[src/rtl/timebase_pkg.sv]
// Shared types and default sizes for the sweep timebase generator.
// TIMEBASE_HOLDOFF_EN adds the HOLDOFF state between continuous sweeps.
package timebase_pkg;

  localparam int unsigned SEL_W_DEF = 3;
  localparam int unsigned DEPTH_DEF = 256;
  localparam int unsigned HO_W_DEF  = 8;

`ifdef TIMEBASE_HOLDOFF_EN
  typedef enum logic [1:0] {
    IDLE    = 2'd0,
    RUN     = 2'd1,
    HOLDOFF = 2'd2
  } tb_state_t;
`else
  typedef enum logic [1:0] {
    IDLE = 2'd0,
    RUN  = 2'd1
  } tb_state_t;
`endif

endpackage

[src/rtl/tb_prescaler.sv]
// Power-of-two prescaler: tick is high on the last count of each 2^div_sel period.
module tb_prescaler #(
  parameter int unsigned SEL_W = 3
) (
  input  logic             clk_in,
  input  logic             rst_n,
  input  logic             clr,
  input  logic [SEL_W-1:0] div_sel,
  output logic             tick
);

  localparam int unsigned CW = (1 << SEL_W) - 1;

  logic [CW-1:0] cnt;
  logic [CW:0]   lim_c;

  assign lim_c = (CW+1)'(1) << div_sel;
  assign tick  = ({1'b0, cnt} == (lim_c - (CW+1)'(1)));

  always_ff @(posedge clk_in or negedge rst_n) begin
    if (!rst_n) begin
      cnt <= '0;
    end else if (clr || tick) begin
      cnt <= '0;
    end else begin
      cnt <= cnt + CW'(1);
    end
  end

endmodule

[src/rtl/timebase_gen.sv]
// Sweep timebase: emits DEPTH sample strobes spaced 2^active_div cycles apart.
// TIMEBASE_HOLDOFF_EN inserts a programmable idle gap between continuous sweeps.
module timebase_gen
  import timebase_pkg::*;
#(
  parameter int unsigned SEL_W = SEL_W_DEF,
  parameter int unsigned DEPTH = DEPTH_DEF,
  parameter int unsigned HO_W  = HO_W_DEF
) (
  input  logic                     clk_in,
  input  logic                     rst_n,
  input  logic [SEL_W-1:0]         time_div,
  input  logic                     start,
  input  logic                     stop,
  input  logic                     continuous,
`ifdef TIMEBASE_HOLDOFF_EN
  input  logic [HO_W-1:0]          holdoff,
`endif
  output logic                     sample_en,
  output logic [$clog2(DEPTH)-1:0] sample_idx,
  output logic                     sweep_done,
  output logic                     busy,
  output logic [SEL_W-1:0]         active_div
);

  localparam int unsigned IW = $clog2(DEPTH);

  if (DEPTH < 2 || (DEPTH & (DEPTH - 1)) != 0 || HO_W < 1) begin : g_bad_param
    $error("timebase_gen: DEPTH must be a power of two >= 2 and HO_W >= 1");
  end

  tb_state_t        state, state_d;
  logic             sample_en_d, sweep_done_d;
  logic [IW-1:0]    sample_idx_d;
  logic [IW-1:0]    idx_cnt, idx_cnt_d;
  logic [SEL_W-1:0] active_div_d;
  logic             end_pend, end_pend_d;
  logic             tick;
  logic             clr_c;
`ifdef TIMEBASE_HOLDOFF_EN
  logic [HO_W-1:0]  ho_cnt, ho_cnt_d;
`endif

  // Prescaler idles at zero outside live counting so every sweep starts aligned.
  assign clr_c = (state != RUN) || end_pend;

  tb_prescaler #(.SEL_W(SEL_W)) u_prescaler (
    .clk_in  (clk_in),
    .rst_n   (rst_n),
    .clr     (clr_c),
    .div_sel (active_div),
    .tick    (tick)
  );

  always_comb begin
    state_d      = state;
    sample_en_d  = 1'b0;
    sweep_done_d = 1'b0;
    sample_idx_d = sample_idx;
    idx_cnt_d    = idx_cnt;
    active_div_d = active_div;
    end_pend_d   = 1'b0;
`ifdef TIMEBASE_HOLDOFF_EN
    ho_cnt_d     = ho_cnt;
`endif
    case (state)
      IDLE: begin
        if (start) begin
          state_d      = RUN;
          active_div_d = time_div;
          idx_cnt_d    = '0;
          sample_idx_d = '0;
        end
      end
      RUN: begin
        if (end_pend) begin
`ifdef TIMEBASE_HOLDOFF_EN
          if (continuous) begin
            state_d  = HOLDOFF;
            ho_cnt_d = holdoff;
          end else begin
            state_d = IDLE;
          end
`else
          state_d = IDLE;
`endif
        end else if (tick) begin
          sample_en_d  = 1'b1;
          sample_idx_d = idx_cnt;
          idx_cnt_d    = idx_cnt + IW'(1);
          if (idx_cnt == IW'(DEPTH - 1)) begin
            sweep_done_d = 1'b1;
`ifdef TIMEBASE_HOLDOFF_EN
            end_pend_d   = 1'b1;
`else
            // Restart on the last strobe edge keeps spacing at exactly R_new.
            if (continuous) begin
              active_div_d = time_div;
              idx_cnt_d    = '0;
            end else begin
              end_pend_d = 1'b1;
            end
`endif
          end
        end
      end
`ifdef TIMEBASE_HOLDOFF_EN
      HOLDOFF: begin
        if (ho_cnt <= HO_W'(1)) begin
          state_d      = RUN;
          active_div_d = time_div;
          idx_cnt_d    = '0;
          sample_idx_d = '0;
        end else begin
          ho_cnt_d = ho_cnt - HO_W'(1);
        end
      end
`endif
      default: state_d = IDLE;
    endcase
    // Abort wins over everything, including a start in IDLE.
    if (stop) begin
      state_d      = IDLE;
      sample_en_d  = 1'b0;
      sweep_done_d = 1'b0;
      end_pend_d   = 1'b0;
      sample_idx_d = sample_idx;
      idx_cnt_d    = idx_cnt;
      active_div_d = active_div;
    end
  end

  always_ff @(posedge clk_in or negedge rst_n) begin
    if (!rst_n) begin
      state      <= IDLE;
      sample_en  <= 1'b0;
      sweep_done <= 1'b0;
      sample_idx <= '0;
      idx_cnt    <= '0;
      active_div <= '0;
      end_pend   <= 1'b0;
      busy       <= 1'b0;
`ifdef TIMEBASE_HOLDOFF_EN
      ho_cnt     <= '0;
`endif
    end else begin
      state      <= state_d;
      sample_en  <= sample_en_d;
      sweep_done <= sweep_done_d;
      sample_idx <= sample_idx_d;
      idx_cnt    <= idx_cnt_d;
      active_div <= active_div_d;
      end_pend   <= end_pend_d;
      busy       <= (state_d != IDLE);
`ifdef TIMEBASE_HOLDOFF_EN
      ho_cnt     <= ho_cnt_d;
`endif
    end
  end

endmodule

[config.mk]
export PLATFORM = sky130hd
export DESIGN_NAME = timebase_gen
export DESIGN_NICKNAME = d
export VERILOG_FILES = /design/src/rtl/timebase_pkg.sv /design/src/rtl/tb_prescaler.sv /design/src/rtl/timebase_gen.sv
export SDC_FILE = /design/constraint.sdc
export NUM_CORES = 1
export LEC_CHECK = 0
export BUFFER_PORTS_ARGS = -buffer_cell sky130_fd_sc_hd__buf_2
export CORE_UTILIZATION = 40
export CTS_BUF_LIST = sky130_fd_sc_hd__clkbuf_4 sky130_fd_sc_hd__clkbuf_8
export DETAILED_ROUTE_END_ITERATION = 8
export SYNTH_ARGS = -nofsm -noshare
export SYNTH_HDL_FRONTEND = slang
export SYNTH_SLANG_ARGS = --single-unit
[constraint.sdc]
create_clock -name clk_in -period 8.03 [get_ports clk_in]
set_input_delay 0.803 -clock clk_in [delete_from_list [all_inputs] [get_ports clk_in]]
set_output_delay 0.803 -clock clk_in [all_outputs]
set_load 0.05 [all_outputs]
==> metrics.md <==
| Metric | Value |
|---|---|
| Setup slack at placement | 5.092 ns |
| Vias | 1323 |
| Critical path class | reg2reg |
| Max-slew headroom | 51.99% |
| Hold Vio Cnt, Final | 0 |
| Max Freq | 338.9 MHz |
| Synth Cell Area | 1622 um2 |
| Largest cells by area after synthesis | dfrtp_1 (49%), nand3_1 (5.2%), mux2_2 (2.8%), nand2_1 (2.8%), nor2_1 (2.1%) |
| Buf+Inv Stages, Crit Path | 0 |
| Yosys reg bits | 32 |
| CTS tree | yes |
| Diodes inserted | 0 |
| Area grow syn2layout | 12.04% |
| Final setup viols | 0 |
| Total CTS buffers | 5 |
| Final Skew | 0.004490 ns |
| Die Width | 65.67 um |
| FP Rows | 22 |
| Final WL | 3338 um |
| Port bufs | 21 |
| Gpl congestion | 0.7466 |
| Share of layout cells above drive strength 1 | 22.65% |
| Slowest CP cell | or4_1 |
| Detail Route Antenna Nets | 0 |
| Avg Vias per Cell | 5.777 |
| Total Power | 0.0004018 W |
| Post-synth top area share | 49.38% |
| Clk_lat worst skew | 0.28 ns |
| Status | finished, final reports clean |
| CTS clk-pin slew, worst paths | 0.07 ns |
| Cell taking the most area after synthesis | dfrtp_1 |
| IO Pins | 22 |
| Final period util | 36.75% |
| Post-synthesis sequential area ratio | 49.38% |
| Cell leakage power | 0.8183 nW |
| Setup Fix Bufs, Post-CTS | 0 |
| Pin count of the biggest net entering global routing | 33 |
| First-pass GRT wire length | 5865 um |
| Sink Count | 32 |
| Syn Inst Count | 162 |
| Synthesis warning total | 0 |
| Root buffer cell | clkbuf_8 |
| WHS | 0.5012 ns |
| Wire per inst | 14.58 um |
| Vias in the first global route | 1248 |
| Critical path arrival | 3.12 ns |
| Main synth FF type | dfrtp_1 |
| Critical path required time | 8.20 ns |
| Power per cell area | 221.2 nW/um2 |
| Total negative slack | 0 ns |
| Max Root-Sink Buffers | 2 |
| Drt initial violations | 97 |
| Syn nets | 172 |
| Avg Cell Area, Syn | 10.01 um2 |
| Startpoint Class | flip-flop |
| Post-detail-place hpwl | 2234 um |
| Max-cap violations | 0 |
| Crit. End Element | flip-flop |
| Fin crit period | 2.951 ns |
| Worst Tran Pin Value | 0.7201 ns |
| RSZ-0062 raised after global routing | false |
| Top cells by instance count after synthesis | dfrtp_1 (32), nand3_1 (17), nand2_1 (12) |
| Largest stage delay on the critical path | 0.84 ns |
| Count leader, synth | dfrtp_1 |
| Crit Path Max Fanout | 18 |
| Ordered list of cells on the worst path | or4_1 > a21oi_1 > a31oi_1 > or4_1 > a21oi_1 > mux2_2 |
| Library cells used by synthesis | 44 |
| FFs w/ async S/R, synth | 100.0% |
| Final Net Count | 190 |
| First-pass DRT Iterations | 4 |
| Crit-path leading delay family | simple AND/OR/NAND/NOR gates |
| Max VDD drop | 0.1320 mV |
| CTS H-Tree Depth | 2 |
| Hold Path Class | reg2reg |
| Die H | 65.67 um |
| Layout fillers | 353 |
| Resize count post-CTS | 0 |
| Slew Viols, Final | 0 |
| Initial Util | 43.00% |
| Initial antenna violation count | 0 |
| Full die area | 4313 um2 |
| Cts-stage hold buffer count | 0 |
| Gr ovfl total | 0 |
| Setup WS post-layout | 5.079 ns |
| Gr usage total | 18.51% |
| Core ar. | 3771 um2 |
| Drc violations | 0 |
| Number of synthesized flops with an enable pin | 0 |
report_power, final:
part,switching [W],total (W),internal [W]
clock network,0.0000616,0.000130,0.0000684
registers,0.0000236,0.000198,0.000174
logic,0.0000469,0.0000741,0.0000272
layer usage:
layer	part of all wire (%)	global-route usage, %	vias to the layer above	wire (um)
li1	-	-	628	-
met1	46	24.50	637	1552
met2	45	28.32	51	1494
met3	7.0	5.208	7	235
met4	1.6	7.337	0	55
met5	0	0	-	0
registers in the layout, indices dropped and copies added, names as in the netlist:
register	cells
sample_idx	8
sweep_done	1
sample_en	1
active_div	3
idx_cnt	8
u_prescaler.cnt	7
state	2
end_pend	1
busy	1
tightest hold or removal path: stages, from the launching register on:
cell and delay [ns]:
dfrtp_1 0.34, nand3_1 0.06, o21ai_1 0.06
area by class of cell:
cell class              instances  area [um2]  share of cell area, %
flip-flops and latches         32       800.8                  44.08
clock buffers                   6       82.58                  4.545
well taps                      48       60.06                  3.306
repair buffers                 21       105.1                  5.785
multi-input cells             114       735.7                  40.50
inverters                       6       22.52                  1.240
clock inverters                 2       10.01                 0.5510
stage by stage:
step / cell area (um2) / instances / util [%]
2_1_floorplan: 1622 / 162 / -
3_3_place_gp: 1724 / 221 / 45.72
3_5_place_dp: 1724 / 221 / 45.72
4_1_cts: 1817 / 229 / 48.18
5_1_grt: 1817 / 229 / 48.18
6_report: 1817 / 229 / 48.18
cell families (layout without fill, tap and decap cells):
| logic type | Yosys count | after routing | share of synthesized area (%) |
|---|---|---|---|
| AND/OR/NAND/NOR | 63 | 63 | 19.98 |
| AO/OA/AOI/OAI | 38 | 38 | 17.52 |
| flip-flops | 32 | 32 | 49.38 |
| buffers and inverters | 16 | 35 | 5.246 |
| XOR/XNOR | 5 | 5 | 2.701 |
| multiplexers | 4 | 4 | 2.778 |
| adder cells (fa/ha/maj) | 3 | 3 | 2.160 |
| other | 1 | 1 | 0.2313 |
path summary, 6_finish.rpt:
path                                from       endpoint  slack (ns)  cells past startpoint
max in group asynchronous          rst_n  active_div[1]        7.00                      1
setup reg to reg           active_div[2]  active_div[2]        5.08                      6
setup / recovery           active_div[2]  active_div[2]        5.08                      6
hold reg to reg            sample_idx[4]  sample_idx[4]        0.50                      2
hold / removal             sample_idx[4]  sample_idx[4]        0.50                      2
min in group asynchronous          rst_n  sample_idx[2]        0.57                      1
cell usage in the layout, fill, tap and decap left out, types with 3 or more instances in the layout:
master,count
a21oi_1,4
a31oi_1,5
and3_1,5
buf_2,21
clkbuf_8,6
dfrtp_1,32
inv_1,6
mux2_2,4
nand2_1,12
nand3_1,17
nor2_1,9
nor2b_1,3
nor3_1,4
o21ai_0,5
o21ai_1,4
o31ai_1,3
or3_1,3
xor2_1,3
Power figures use the tool's default switching activity.
